[src/rtl/credit_07_step1_pkg.sv]
// Shared constants and types for the credit_07_step1 slice.
//   AXIS_DATA_W : width of the address stream payload (8)
//   MEM_DATA_W  : width of a RAM read word and of a FIFO word (16)
//   COUNT_W     : width of the FIFO occupancy count (depths up to 15)
package credit_07_step1_pkg;

    localparam int AXIS_DATA_W = 8;
    localparam int MEM_DATA_W  = 16;
    localparam int COUNT_W     = 4;

    typedef logic [AXIS_DATA_W-1:0] addr_t;
    typedef logic [MEM_DATA_W-1:0]  word_t;

    // Sum of the two RAM words; the carry out of bit 15 is dropped.
    function automatic word_t add_wrap(input word_t a, input word_t b);
        return a + b;
    endfunction

endpackage

[src/rtl/credit_07_step1_if.sv]
// Interfaces used by credit_07_step1.
//   type_i_axis   : AXI-stream style channel (tdata, tvalid, tready, tlast)
//   type_i_mem_rd : synchronous RAM read port (addr, read, data one cycle later)
interface type_i_axis;
    import credit_07_step1_pkg::*;

    addr_t tdata;
    logic  tvalid;
    logic  tready;
    logic  tlast;

    modport master (output tdata, output tvalid, output tlast, input tready);
    modport slave  (input tdata, input tvalid, input tlast, output tready);
endinterface

interface type_i_mem_rd;
    import credit_07_step1_pkg::*;

    addr_t addr;
    logic  read;
    word_t data;

    modport master (output addr, output read, input data);
    modport slave  (input addr, input read, output data);
endinterface

[src/rtl/credit_07_step1_fifo.sv]
// cr_fifo16: synchronous 16-bit FIFO with registered read data.
//   clk, reset_n : clock, asynchronous active-low reset
//   wr_en/wr_data: push one word (dropped and flagged when full)
//   rd_en        : pop one word; it appears on dout after the edge
//   dout         : last popped word, held between pops
//   full/empty   : decoded from count
//   overflow     : one-cycle pulse on a push while full
//   underflow    : one-cycle pulse on a pop while empty
//   count        : words held, 0..DEPTH
module cr_fifo16
    import credit_07_step1_pkg::*;
#(
    parameter int DEPTH = 8
) (
    input  logic               clk,
    input  logic               reset_n,
    input  logic               wr_en,
    input  word_t              wr_data,
    input  logic               rd_en,
    output word_t              dout,
    output logic               full,
    output logic               empty,
    output logic               overflow,
    output logic               underflow,
    output logic [COUNT_W-1:0] count
);

    localparam int PTR_W = (DEPTH <= 2) ? 1 : $clog2(DEPTH);
    localparam logic [PTR_W-1:0]   PTR_LAST = PTR_W'(DEPTH - 1);
    localparam logic [COUNT_W-1:0] DEPTH_C  = COUNT_W'(DEPTH);

    word_t            mem [DEPTH];
    logic [PTR_W-1:0] wr_ptr;
    logic [PTR_W-1:0] rd_ptr;
    logic             do_wr;
    logic             do_rd;

    assign full  = (count == DEPTH_C);
    assign empty = (count == '0);
    assign do_wr = wr_en && !full;
    assign do_rd = rd_en && !empty;

    // NOTE: storage has no reset; pointers and count define which entries are live.
    always_ff @(posedge clk) begin
        if (do_wr) begin
            mem[wr_ptr] <= wr_data;
        end
    end

    // NOTE: state registers use non-blocking assignments so every register samples pre-edge values.
    always_ff @(posedge clk or negedge reset_n) begin
        if (!reset_n) begin
            wr_ptr    <= '0;
            rd_ptr    <= '0;
            count     <= '0;
            dout      <= '0;
            overflow  <= 1'b0;
            underflow <= 1'b0;
        end else begin
            overflow  <= wr_en && full;
            underflow <= rd_en && empty;
            if (do_wr) begin
                wr_ptr <= (wr_ptr == PTR_LAST) ? '0 : wr_ptr + PTR_W'(1);
            end
            if (do_rd) begin
                dout   <= mem[rd_ptr];
                rd_ptr <= (rd_ptr == PTR_LAST) ? '0 : rd_ptr + PTR_W'(1);
            end
            count <= count + COUNT_W'(do_wr) - COUNT_W'(do_rd);
        end
    end

endmodule

[src/rtl/credit_07_step1.sv]
// credit_07_step1: address stream -> dual RAM read -> summed word -> FIFO.
//   clk, reset_n      : clock, asynchronous active-low reset
//   stream_addr       : incoming read addresses (tlast unused)
//   ram0_rd, ram1_rd  : RAM read ports, same address, data one cycle later
//   fifo_rd_en        : pop one word from the output FIFO
//   fifo_dout         : popped word (registered)
//   fifo_full/empty   : FIFO occupancy flags
//   fifo_overflow     : pulse on a push into a full FIFO
//   fifo_underflow    : pulse on a pop from an empty FIFO
//   fifo_data_count   : words held
// Credit scheme: an address is only accepted while the words already in
// the FIFO plus the one read in flight leave room, so the FIFO can never
// be pushed while full.
module credit_07_step1
    import credit_07_step1_pkg::*;
#(
    parameter int FIFO_DEPTH = 8
) (
    input  logic                clk,
    input  logic                reset_n,
    type_i_axis.slave           stream_addr,
    type_i_mem_rd.master        ram0_rd,
    type_i_mem_rd.master        ram1_rd,
    input  logic                fifo_rd_en,
    output word_t               fifo_dout,
    output logic                fifo_full,
    output logic                fifo_overflow,
    output logic                fifo_empty,
    output logic                fifo_underflow,
    output logic [COUNT_W-1:0]  fifo_data_count
);

    localparam logic [COUNT_W:0] CREDITS = (COUNT_W + 1)'(FIFO_DEPTH);

    logic             run_q;        // low during reset, high from the first edge after release
    logic             in_flight_q;  // RAM data for last cycle's accept arrives this cycle
    logic             accept;
    logic [COUNT_W:0] credits_used;
    word_t            sum_word;
    logic             unused_tlast;

    assign unused_tlast = stream_addr.tlast;

    // Ready depends only on registers, never on tvalid.
    assign credits_used      = {1'b0, fifo_data_count} + (COUNT_W + 1)'(in_flight_q);
    assign stream_addr.tready = run_q && (credits_used < CREDITS);
    assign accept            = stream_addr.tvalid && stream_addr.tready;

    assign ram0_rd.addr = stream_addr.tdata;
    assign ram1_rd.addr = stream_addr.tdata;
    assign ram0_rd.read = accept;
    assign ram1_rd.read = accept;

    assign sum_word = add_wrap(ram0_rd.data, ram1_rd.data);

    always_ff @(posedge clk or negedge reset_n) begin
        if (!reset_n) begin
            run_q       <= 1'b0;
            in_flight_q <= 1'b0;
        end else begin
            run_q       <= 1'b1;
            in_flight_q <= accept;
        end
    end

    cr_fifo16 #(
        .DEPTH (FIFO_DEPTH)
    ) u_fifo (
        .clk       (clk),
        .reset_n   (reset_n),
        .wr_en     (in_flight_q),
        .wr_data   (sum_word),
        .rd_en     (fifo_rd_en),
        .dout      (fifo_dout),
        .full      (fifo_full),
        .empty     (fifo_empty),
        .overflow  (fifo_overflow),
        .underflow (fifo_underflow),
        .count     (fifo_data_count)
    );

endmodule

[src/flat_wrapper.sv]
// flat-port wrapper written by rule: the top's interface ports become plain ports
module credit_07_step1_flat import credit_07_step1_pkg::*;
#(
    parameter int FIFO_DEPTH = 8
)
  (clk, reset_n, fifo_rd_en, fifo_dout, fifo_full, fifo_overflow, fifo_empty, fifo_underflow, fifo_data_count, stream_addr_tdata, stream_addr_tvalid, stream_addr_tlast, stream_addr_tready, ram0_rd_addr, ram0_rd_read, ram0_rd_data, ram1_rd_addr, ram1_rd_read, ram1_rd_data);
  type_i_axis stream_addr_i ();
  type_i_mem_rd ram0_rd_i ();
  type_i_mem_rd ram1_rd_i ();
  input  logic clk;
  input  logic reset_n;
  input  logic fifo_rd_en;
  output word_t fifo_dout;
  output logic fifo_full;
  output logic fifo_overflow;
  output logic fifo_empty;
  output logic fifo_underflow;
  output logic [COUNT_W-1:0] fifo_data_count;
  input wire logic [$bits(stream_addr_i.tdata)-1:0] stream_addr_tdata;
  input wire logic [$bits(stream_addr_i.tvalid)-1:0] stream_addr_tvalid;
  input wire logic [$bits(stream_addr_i.tlast)-1:0] stream_addr_tlast;
  output wire logic [$bits(stream_addr_i.tready)-1:0] stream_addr_tready;
  output wire logic [$bits(ram0_rd_i.addr)-1:0] ram0_rd_addr;
  output wire logic [$bits(ram0_rd_i.read)-1:0] ram0_rd_read;
  input wire logic [$bits(ram0_rd_i.data)-1:0] ram0_rd_data;
  output wire logic [$bits(ram1_rd_i.addr)-1:0] ram1_rd_addr;
  output wire logic [$bits(ram1_rd_i.read)-1:0] ram1_rd_read;
  input wire logic [$bits(ram1_rd_i.data)-1:0] ram1_rd_data;
  assign stream_addr_i.tdata = stream_addr_tdata;
  assign stream_addr_i.tvalid = stream_addr_tvalid;
  assign stream_addr_i.tlast = stream_addr_tlast;
  assign stream_addr_tready = stream_addr_i.tready;
  assign ram0_rd_addr = ram0_rd_i.addr;
  assign ram0_rd_read = ram0_rd_i.read;
  assign ram0_rd_i.data = ram0_rd_data;
  assign ram1_rd_addr = ram1_rd_i.addr;
  assign ram1_rd_read = ram1_rd_i.read;
  assign ram1_rd_i.data = ram1_rd_data;
  credit_07_step1 #(.FIFO_DEPTH(FIFO_DEPTH)) u_core (.clk(clk), .reset_n(reset_n), .stream_addr(stream_addr_i), .ram0_rd(ram0_rd_i), .ram1_rd(ram1_rd_i), .fifo_rd_en(fifo_rd_en), .fifo_dout(fifo_dout), .fifo_full(fifo_full), .fifo_overflow(fifo_overflow), .fifo_empty(fifo_empty), .fifo_underflow(fifo_underflow), .fifo_data_count(fifo_data_count));
endmodule
[config.mk]
export PLATFORM = sky130hd
export DESIGN_NAME = credit_07_step1_flat
export DESIGN_NICKNAME = d
export VERILOG_FILES = /design/src/rtl/credit_07_step1_pkg.sv /design/src/rtl/credit_07_step1_if.sv /design/src/rtl/credit_07_step1_fifo.sv /design/src/rtl/credit_07_step1.sv /design/src/flat_wrapper.sv
export SDC_FILE = /design/constraint.sdc
export NUM_CORES = 1
export LEC_CHECK = 0
export ABC_AREA = 1
export BUFFER_PORTS_ARGS = -buffer_cell sky130_fd_sc_hd__buf_2
export CORE_MARGIN = 2
export CORE_UTILIZATION = 35
export DETAILED_ROUTE_END_ITERATION = 6
export MAX_ROUTING_LAYER = met4
export PLACE_DENSITY = 0.51
export SYNTH_ARGS = -nofsm -noshare
export SYNTH_HDL_FRONTEND = slang
export SYNTH_SLANG_ARGS = --single-unit
[constraint.sdc]
create_clock -name clk -period 4.1 [get_ports clk]
set_clock_uncertainty 0.05 [all_clocks]
set_input_delay 0.205 -clock clk [delete_from_list [all_inputs] [get_ports clk]]
set_output_delay 0.205 -clock clk [all_outputs]
set_load 0.02 [all_outputs]
* Word-level counts from Yosys, hierarchy flattened
Memories as Yosys holds them, arrays and structs flattened. A register that Yosys moved wholly into a read port is not among the register bits. Cells that the tools add are included. Widths: inputs -> output; s select.
Storage, ports and cells: bits in registers 14, latch bits 0, memory bits (writable) 128, memory bits (read-only) 0, input bits 45, output and inout bits 43, logic and storage cells 32, memories kept 1
Cells by class: $add $sub $neg 6, multiply operators 0, divide/modulo/power cells 0, $lt $le $gt $ge 1, equality and inequality tests 3, shift operators 0, muxes and demuxes 4, bitwise gates (word level) 0, reduce and logical (&&, ||, !) cells 10
Memories:
- u_core.u_fifo.mem | words 8, bits a word 16, read ports 1, clocked after memory_dff 1, write ports 1, RTL line credit_07_step1_fifo.sv:32 | word_t mem [DEPTH];
Operator list (number):
- $add 16x16->16 | 1
- $add 3x1->3 const B | 2
- $eq 3x3->1 const B | 2
- $logic_and 1x1->1 | 6
- $mux 3 | 2
- $add 4x1->5 | 1
- $lt 5x4->1 const B | 1
- $add 4x1->4 | 1
- $eq 4x4->1 const B | 1
- $logic_not 4->1 | 1
- $sub 4x1->4 | 1
- $logic_not 1->1 | 3
- $mux 1 | 2

* Logic depth before layout (Yosys ltp)
Gate-level depths: netlist of the first run.
depth in word-level cells 5, mapped depth 12

* By module
Synthesis of the first run repeated with hierarchy kept, for this count alone.
Unflattened totals: cell total of the unflattened synthesis 840, area total of the unflattened synthesis 7836.3 um^2
Modules (own cells, without submodules):
- cr_fifo16 | instances 1, cells each 637, area each 6693.9 um^2, seq. area each 4544.4 um^2
- credit_07_step1 | instances 1, cells each 203, area each 1142.3 um^2, seq. area each 50.0 um^2

* Worst setup path after synthesis of the first run
No wires, ideal clock.
kind register -> register, from register u_core.u_fifo.count[2], to memory u_core.u_fifo.mem[0][0] (netlist name), enable pin, library setup time 0.388 ns, data arrival time 2.092 ns, setup slack 1.569 ns, cell stages (with the launch flop) 9, buffers on the path 0, path through dfrtp_1 -> inv_1 -> ha_1 -> nand3_1 -> inv_2 -> nor2_4 -> inv_2 -> or2_4 -> nor2_1
On the way: word-level cells in the longest chain between the ends 5
RTL lines:
- start, declared | RTL line credit_07_step1_fifo.sv:25 | output logic [COUNT_W-1:0] count
- start signal, assigned | RTL line credit_07_step1_fifo.sv:69 | count <= count + COUNT_W'(do_wr) - COUNT_W'(do_rd);
- $eq 4x4->1 | RTL line credit_07_step1_fifo.sv:38 | assign full = (count == DEPTH_C);
- via fifo_full | RTL line flat_wrapper.sv:14 | output logic fifo_full;
- $logic_not 1->1 | RTL line credit_07_step1_fifo.sv:40 | assign do_wr = wr_en && !full;
- $logic_and 1x1->1 | RTL line credit_07_step1_fifo.sv:40
- $mux 1 | RTL line credit_07_step1_fifo.sv:45 | if (do_wr) begin
- $mux 1 (not written as such) | RTL line credit_07_step1_fifo.sv:46 | mem[wr_ptr] <= wr_data;
- end, declared | RTL line credit_07_step1_fifo.sv:32
The timed path passes the listed nets, and every way through them passes these cells.

* Worst setup path in the final report of the first run
from register u_core.u_fifo.count[2], to register u_core.u_fifo.count[2]
On the way: word-level cells in the longest chain between the ends 5
RTL lines (RTL line):
- $eq 4x4->1 | credit_07_step1_fifo.sv:38
- $logic_not 1->1 | credit_07_step1_fifo.sv:40
- $logic_and 1x1->1 | credit_07_step1_fifo.sv:40
- $add 4x1->4 | credit_07_step1_fifo.sv:69
- $sub 4x1->4 (*) | credit_07_step1_fifo.sv:69
Mark *: on every way between the ends. The rest lies on a longest branch, timed or not. A chain may end at the register's enable or synchronous reset.

==> key figures, run 1 <==
Status
  • Status: complete, no violations

Run
  • Max Cap Viol: 0

Place
  • Dpl ws: 1.56 ns
  • Routability cong.: about 0.76
  • Total placed cells including tap cells: approximately 1000
  • I/O Buffers: 62
  • HPWL after DPL: approximately 10000 um

Global routing
  • First-pass GRT wire length: between 20000 and 25000 um
  • Vias in the first global route: 4651
  • Pin count of the biggest net entering global routing: 67
  • Initial antenna violation count: 0
  • Gr usage total: 0.155
  • Grt total ovfl: 0

Die
  • Die height: 150 um
  • Total core area: roughly 0.021 sq mm
  • Die footprint: roughly 0.022 sq mm
  • Initial Utilization: 0.355
  • Cell row count: 53
  • Io pins: 88
  • Die X: approximately 150 um

Logic synthesis
  • Area share of the largest cell type after synthesis: 0.519
  • Post-synth ARST share: 0.190
  • Post-Syn Area: 0.00741 sq mm
  • Post-synthesis sequential area ratio: 0.620
  • Synth area leaders: edfxtp_1 52%, dfrtp_1 10%, nor2_1 6.8%
  • Cells after synthesis: roughly 710
  • Most frequent cell after synthesis: nor2_1
  • Most instantiated cells after synthesis: 135 x nor2_1, 128 x edfxtp_1, 124 x nand2_1, 50 x inv_1, 45 x nand3_1
  • Warnings from Yosys: 0
  • Cell taking the most area after synthesis: edfxtp_1
  • Ys flop type: edfxtp_1
  • Netlist cell types: 30
  • Average size of a mapped cell: 10.4 sq um
  • Number of synthesized flops with an enable pin: ~130
  • Syn Nets: roughly 790
  • Number of register bits inferred by synthesis: 158

Critical path
  • Reg2reg end: u_core.u_fifo.count[2]
  • Max incr delay on CP: between 0.3 and 0.4 ns
  • Reg2Reg Depth: 12
  • Critical Path AT: between 2 and 3 ns
  • Worst Path Max Fanout: 24
  • Critical path's top delay family: adder cells
  • Nature of the critical path endpoint: flop
  • Worst r2r src: u_core.u_fifo.count[2]
  • CP cell instances: inv_1 -> ha_1 -> nand3_1 -> inv_2 -> nor2_4 -> buf_4 -> ha_1 -> inv_1 -> ha_1 -> inv_1 -> fa_1 -> xnor2_1
  • CP Launch Type: flop
  • Setup Crit Path Kind: reg -> reg
  • R2r setup slk: between 1.5 and 2 ns
  • Worst Path Buf+Inv: 5
  • CP max-delay cell: dfrtp_1
  • Crit path required time: 4.36 ns

Clock tree
  • H-tree depth: 4
  • CTS Sinks: 158
  • Clock root buffer: clkbuf_16
  • CTS tree: yes
  • Clock slew at reported path FFs: about 0.060 ns
  • Num CTS Buffers: 17
  • Worst-skew pair later-pin latency: 0.43 ns
  • Clock Tree Buf Depth: 2

STA
  • Maximum clock frequency: about 400 MHz
  • Final worst path period need: 2.49 ns
  • Max-slew violations: 0
  • Final period util: 0.608
  • Worst Slack Setup Final: between 1.5 and 2 ns
  • Worst relative slew slack: 0.400
  • Hold Vio Cnt, Final: 0
  • Setup TNS: 0 ns
  • Final setup violation count: 0
  • Slew @ Worst Pin: between 0.9 and 1 ns
  • RSZ-0062 raised after global routing: false

Routing
  • DR WL/cell: 15.2 um
  • DRC: 0
  • Antenna-violating nets left: 0
  • Vias per Instance: between 4 and 5
  • Starting DRT DRC Count: between 300 and 400
  • Router iterations before antenna repair: 5
  • DR vias: approximately 4900
  • WL final: 16000 um

Layout
  • Nets@finish: about 840
  • Final Util: 0.407
  • P&R area growth vs syn: 14.8%
  • Final cell count without fillers: 1052
  • Diode count: 0
  • Layout cell share with drive strength beyond 1: 0.152

Pwr
  • Pwr dens: about 650 mW/mm^2
  • Logic pwr share: 0.317
  • Flop pwr share: 0.384
  • Sw Ratio: 0.353
  • P_leak: around 3.5 nW
  • Max VDD drop: 0.000351 V
  • Internal: 3.60 mW
  • Net switching power figure: slightly below 2 mW
  • Clock power frac: 0.299

Worst hold path
  • Min-Delay Path Class: in -> reg
  • Hold wc startpoint: fifo_rd_en
  • Hold Path Depth: 3
  • Hold Path Sink: u_core.u_fifo.underflow
kinds of logic after synthesis:
kind of cell	count (synthesis)	share of synthesized area
AO/OA/AOI/OAI	97	0.0712
XOR/XNOR	10	0.0118
adder cells (fa/ha/maj)	29	0.0510
buffers and inverters	101	0.0724
flip-flops	158	0.620
other	1	0.000506
AND/OR/NAND/NOR	316	0.173
tightest hold or removal path: stages:
cell	delay, ns
buf_2	0.07
inv_1	0.06
nor2_1	0.11
power groups by stage:
stage | sequential [mW] | combinational, mW | clock [mW]
6_report | 2.14 | 1.76 | 1.66
4_1_cts | 2.14 | 1.80 | 1.71
3_3_place_gp | 2.16 | 1.75 | 0
3_5_place_dp | 2.17 | 1.79 | 0
5_1_grt | 2.16 | 2.01 | 1.76
2_1_floorplan | 2.25 | 1.26 | 0
per-stage QoR:
step	total power [mW]	instance area [sq um]	hold slack [ns]
after detailed placement	3.96	7860	0.229
after floorplan	3.51	7410	-0.141
after CTS	5.64	8510	0.0101
after global placement	3.91	7860	0.224
after global routing	5.93	8510	0.0332
final	5.56	8510	0.0230
sequential cells by signal, summed over array words and instances (netlist names):
signal and cells:
u_core.in_flight_q 1, u_core.run_q 1, u_core.u_fifo.count 4, u_core.u_fifo.dout 16
u_core.u_fifo.mem 128, u_core.u_fifo.overflow 1, u_core.u_fifo.rd_ptr 3, u_core.u_fifo.underflow 1
u_core.u_fifo.wr_ptr 3
area by class of cell:
class                   count  area (sq um)
repair buffers             76           430
well taps                 275           344
multi-input cells         453          2280
clock inverters            15           213
flip-flops and latches    158          4600
inverters                  58           218
fillers                  2021         12400
clock buffers              17           425
routing by layer:
metal  vias up  wire length [um]  track usage
li1       2482                 -            -
met1      2319              7150        0.199
met2       136              7580        0.249
met3         7              1180       0.0287
met4         0               131       0.0524
met5         -                 0            -
placed cells by master, fill, tap and decap left out, drive strengths merged, types with 2 or more instances in the layout:
cell and n:
nor2 137, ha 27, inv 59, xor2 6, edfxtp 128, a21oi 10
clkbuf 17, nand3 45, fa 2, clkinvlp 2, o21ai 70, xnor2 4
o211ai 16, dfrtp 30, buf 75, nor3 4, bufinv 4, nand2 124
clkinv 8
what timing repair did:
action / in CTS / in global routing
hold buffers: 1 / 0
gates resized for setup: 0 / 0
endpoints found under the hold margin: 30 / 0
setup buffers: 0 / 0
worst max-delay path by stage:
stage	start	endpoint	slack (ns)	depth (start not counted)
after floorplan	u_core.u_fifo.count[2]	u_core.u_fifo.mem[0][0]	1.57	8
after global placement	u_core.u_fifo.count[2]	u_core.u_fifo.count[1]	1.59	12
after detailed placement	u_core.u_fifo.count[2]	u_core.u_fifo.count[2]	1.56	12
after CTS	u_core.u_fifo.count[2]	u_core.u_fifo.count[2]	1.54	12
after global routing	u_core.u_fifo.count[2]	u_core.u_fifo.count[2]	1.37	12
final	u_core.u_fifo.count[2]	u_core.u_fifo.count[2]	1.61	12
(Power assumes the default switching activity.)
==> run 2: changes to the inputs <==
--- a/config.mk
+++ b/config.mk
@@ -5,7 +5,7 @@
 export SDC_FILE = /design/constraint.sdc
 export NUM_CORES = 1
 export LEC_CHECK = 0
-export ABC_AREA = 1
+export ABC_AREA = 0
 export BUFFER_PORTS_ARGS = -buffer_cell sky130_fd_sc_hd__buf_2
 export CORE_MARGIN = 2
 export CORE_UTILIZATION = 35
==> constraint.sdc (replaced) <==
create_clock -name clk -period 2.35 [get_ports clk]
set_clock_uncertainty 0.05 [all_clocks]
set_input_delay 0.1175 -clock clk [delete_from_list [all_inputs] [get_ports clk]]
set_output_delay 0.1175 -clock clk [all_outputs]
set_load 0.02 [all_outputs]
==> run 2 against run 1 <==
Net effect: wire length decreased by 13%; cell count decreased by 25%; sequential share of layout area increased by 1.1 points; total power increased by 65%; final area decreased by 1.9%; largest cell class unchanged; combinational power increased by 61%; register-to-register slack got worse by 1.5 ns; die area decreased by 5.1%; critical path depth decreased by 1; global-route usage decreased by 1.4 points.
==> key figures, run 2 <==
Layout
  • Final Util: 0.426 (+0.0188)
  • Layout cell share with drive strength beyond 1: 0.335 (+0.183)
  • Diode count: 0 (unchanged)
  • P&R area growth vs syn: 18.9%
  • Most common cell after layout, fill and taps aside: edfxtp_1
  • Regs by FF count: u_core.u_fifo.mem (128), u_core.u_fifo.dout (16), u_core.u_fifo.count (4)
  • Fill count: 1760 (-13%)
  • Nets@finish: 581 (-31%)
  • Final cell area excluding filler cells: 0.00835 sq mm (-1.9%)
  • Max reg flops: 128 (unchanged)
  • Largest Register: u_core.u_fifo.mem
  • Final cell count without fillers: 785 (-25%)
  • Most frequent cells in the layout: 128 x edfxtp_1, 62 x buf_2, 32 x mux4_2

Routing
  • DR WL/cell: 17.7 um (+16%)
  • Vias per Instance: 4.87 (+3.6%)
  • WL final: 13900 um (-13%)
  • DRC: 0 (unchanged)
  • DR vias: 3822 (-23%)
  • Router iterations before antenna repair: 6 (+1)
  • Starting DRT DRC Count: 178 (-43%)
  • Antenna-violating nets left: 0 (unchanged)

Pwr
  • Pwr dens: 1100 mW/mm^2 (+68%)
  • P_leak: 3.16 nW (-10%)
  • Max VDD drop: 0.000455 V (+30%)
  • Final Power: 9.19 mW (+65%)

Critical path
  • Worst Path Max Fanout: 4 (-83%)
  • Critical Path AT: 2.49 ns (-0.26 ns)
  • Setup Crit Path Kind: reg -> reg
  • CP Launch Type: flop
  • Crit-path most repeated cell: inv_1
  • CP cell instances: inv_2 -> ha_1 -> and2_4 -> nand2b_4 -> inv_1 -> ha_1 -> inv_1 -> ha_1 -> inv_1 -> fa_2 -> inv_1
  • Crit path required time: 2.61 ns (-1.75 ns)
  • CP max-delay cell: fa_2
  • Max incr delay on CP: 0.51 ns (+0.12 ns)
  • Nature of the critical path endpoint: flop

Place
  • Post-DP Area: 0.00776 sq mm (-1.3%)
  • HPWL after DPL: 8990 um (-11%)
  • Dpl ws: -0.158 ns (-1.71 ns)
  • Routability cong.: 0.817 (+7.0%)
  • Total placed cells including tap cells: 750 (-26%)
  • I/O Buffers: 62 (unchanged)

Logic synthesis
  • Post-synthesis sequential area ratio: 0.654 (+0.0345)
  • XOR/XNOR Fraction of Synth Area: 0.0175 (+0.00565)
  • Adder-Cell Fraction of Synth Area: 0.0538 (+0.00284)
  • Post-Syn Area: 0.00702 sq mm (-5.3%)
  • Most instantiated cells after synthesis: 128 x edfxtp_1, 32 x mux4_2, 30 x dfrtp_1, 27 x ha_1, 23 x nand2_1
  • Number of synthesized flops with an enable pin: 128 (unchanged)
  • Syn Nets: 507 (-35%)
  • Cell taking the most area after synthesis: edfxtp_1
  • Mux contribution to synthesized area: 0.133 (+0.133)
  • Average size of a mapped cell: 16.2 sq um (+56%)
  • Area share of the largest cell type after synthesis: 0.547 (+0.0288)
  • Number of register bits inferred by synthesis: 158 (unchanged)
  • Warnings from Yosys: 0 (unchanged)
  • Main combinational cell family by area after synthesis: multiplexers
  • Cells after synthesis: 433 (-39%)
  • Ys flop type: edfxtp_1
  • Post-synth ARST share: 0.190 (unchanged)
  • Netlist cell types: 47 (+57%)
  • Most frequent cell after synthesis: edfxtp_1
  • Synth Area in Compound Gates: 0.0599 (-0.0114)
  • Synth Area in Simple Gates: 0.0447 (-0.128)
  • Synth area leaders: edfxtp_1 55%, dfrtp_1 11%, mux4_2 10%

Clock tree
  • Clock slew at reported path FFs: 0.06 ns (about the same)
  • Num CTS Buffers: 17 (unchanged)
  • Clock Tree Buf Depth: 2 (unchanged)
  • Clock root buffer: clkbuf_16
  • Resized Gates After CTS: 0 (unchanged)
  • CTS tree: yes
  • H-tree depth: 4 (unchanged)
  • CTS Sinks: 158 (unchanged)
  • Total setup buffers inserted after CTS: 0 (unchanged)
  • Worst-skew pair later-pin latency: 0.42 ns (about the same)

Die
  • Die footprint: 0.0212 sq mm (-5.1%)
  • Die height: 146 um (-2.6%)
  • Total core area: 0.0196 sq mm (-6.2%)
  • Initial Utilization: 0.358 (+0.00359)
  • Cell row count: 51 (-3.8%)
  • Io pins: 88 (unchanged)
  • Die X: 146 um (-2.6%)

STA
  • Slew @ Worst Pin: 0.828 ns (-0.0719 ns)
  • Worst relative slew slack: 0.444 (+0.0439)
  • Maximum clock frequency: 450 MHz (+12%)
  • Final worst path period need: 2.22 ns (-0.270 ns)
  • Worst Slack Setup Final: 0.127 ns (-1.48 ns)
  • RSZ-0062 raised after global routing: false
  • Final period util: 0.946 (+0.338)
  • Hold WS: 0.185 ns (+0.162 ns)
  • Setup TNS: 0 ns (unchanged)
  • Hold Vio Cnt, Final: 0 (unchanged)
  • Final setup violation count: 0 (unchanged)
  • Max-slew violations: 0 (unchanged)

Run
  • Max Cap Viol: 0 (unchanged)

Global routing
  • Pin count of the biggest net entering global routing: 37 (-45%)
  • Gr usage total: 0.141 (-0.0141)
  • First-pass GRT wire length: 21800 um (-12%)
  • Vias in the first global route: 3936 (-15%)
  • Grt total ovfl: 0 (unchanged)
  • Initial antenna violation count: 0 (unchanged)

Status
  • Status: complete, no violations

Worst hold path
  • Min-Delay Path Class: in -> out
==> run 2: worst paths after layout <==
kind                                              from                       to  slack [ns]  cells past startpoint
worst max-delay path            u_core.u_fifo.count[2]   u_core.u_fifo.count[1]        0.13                     11
worst max register to register  u_core.u_fifo.count[2]   u_core.u_fifo.count[1]        0.13                     11
worst min register to register   u_core.u_fifo.dout[5]    u_core.u_fifo.dout[5]        0.42                      2
min in group asynchronous                      reset_n    u_core.u_fifo.dout[7]        0.25                      2
worst min-delay path              stream_addr_tdata[0]          ram0_rd_addr[0]        0.19                      0
max in group asynchronous                      reset_n  u_core.u_fifo.rd_ptr[0]        1.49                      2
==> run 2: routing by layer <==
| layer | vias to the layer above | wire length (um) | track usage |
|---|---|---|---|
| met2 | 94 | 6710 | 0.224 |
| li1 | 1809 | - | - |
| met4 | 0 | 247 | 0.0603 |
| met3 | 25 | 464 | 0.0282 |
| met5 | - | 0 | - |
| met1 | 1894 | 6490 | 0.177 |
==> run 2: worst max-delay path, delay by kind of cell (launching register included) <==
| kind | cells | cell delay [ns] |
|---|---|---|
| buffers and inverters | 5 | 0.30 |
| flip-flops | 1 | 0.43 |
| adder cells (fa/ha/maj) | 4 | 1.09 |
| AND/OR/NAND/NOR | 2 | 0.25 |
==> run 2: final cells by class <==
class                   count  area [sq um]  share of cell area
well taps                 265           332              0.0397
clock inverters            15           134              0.0160
multi-input cells         227          2220               0.267
inverters                  12          45.0             0.00540
clock buffers              17           425              0.0510
repair buffers             91           586              0.0702
flip-flops and latches    158          4600               0.551
==> run 2: timing repair <==
| action | 4_1_cts | 5_1_grt |
|---|---|---|
| setup endpoints to repair | 0 | 0 |
| hold endpoints to repair | 32 | 0 |
| hold buffers | 3 | 0 |
==> run 2: report_power, final <==
group	internal, mW	switching, mW	leakage (nW)
Clock	1.47	1.12	0.273
Combinational	1.30	1.53	1.37
Sequential	3.51	0.261	1.52
Total	6.28	2.91	3.16
==> run 2: cells by family after synthesis <==
family	after synthesis
AND/OR/NAND/NOR	66
flip-flops	158
AO/OA/AOI/OAI	64
other	1
adder cells (fa/ha/maj)	29
XOR/XNOR	14
buffers and inverters	48
multiplexers	53
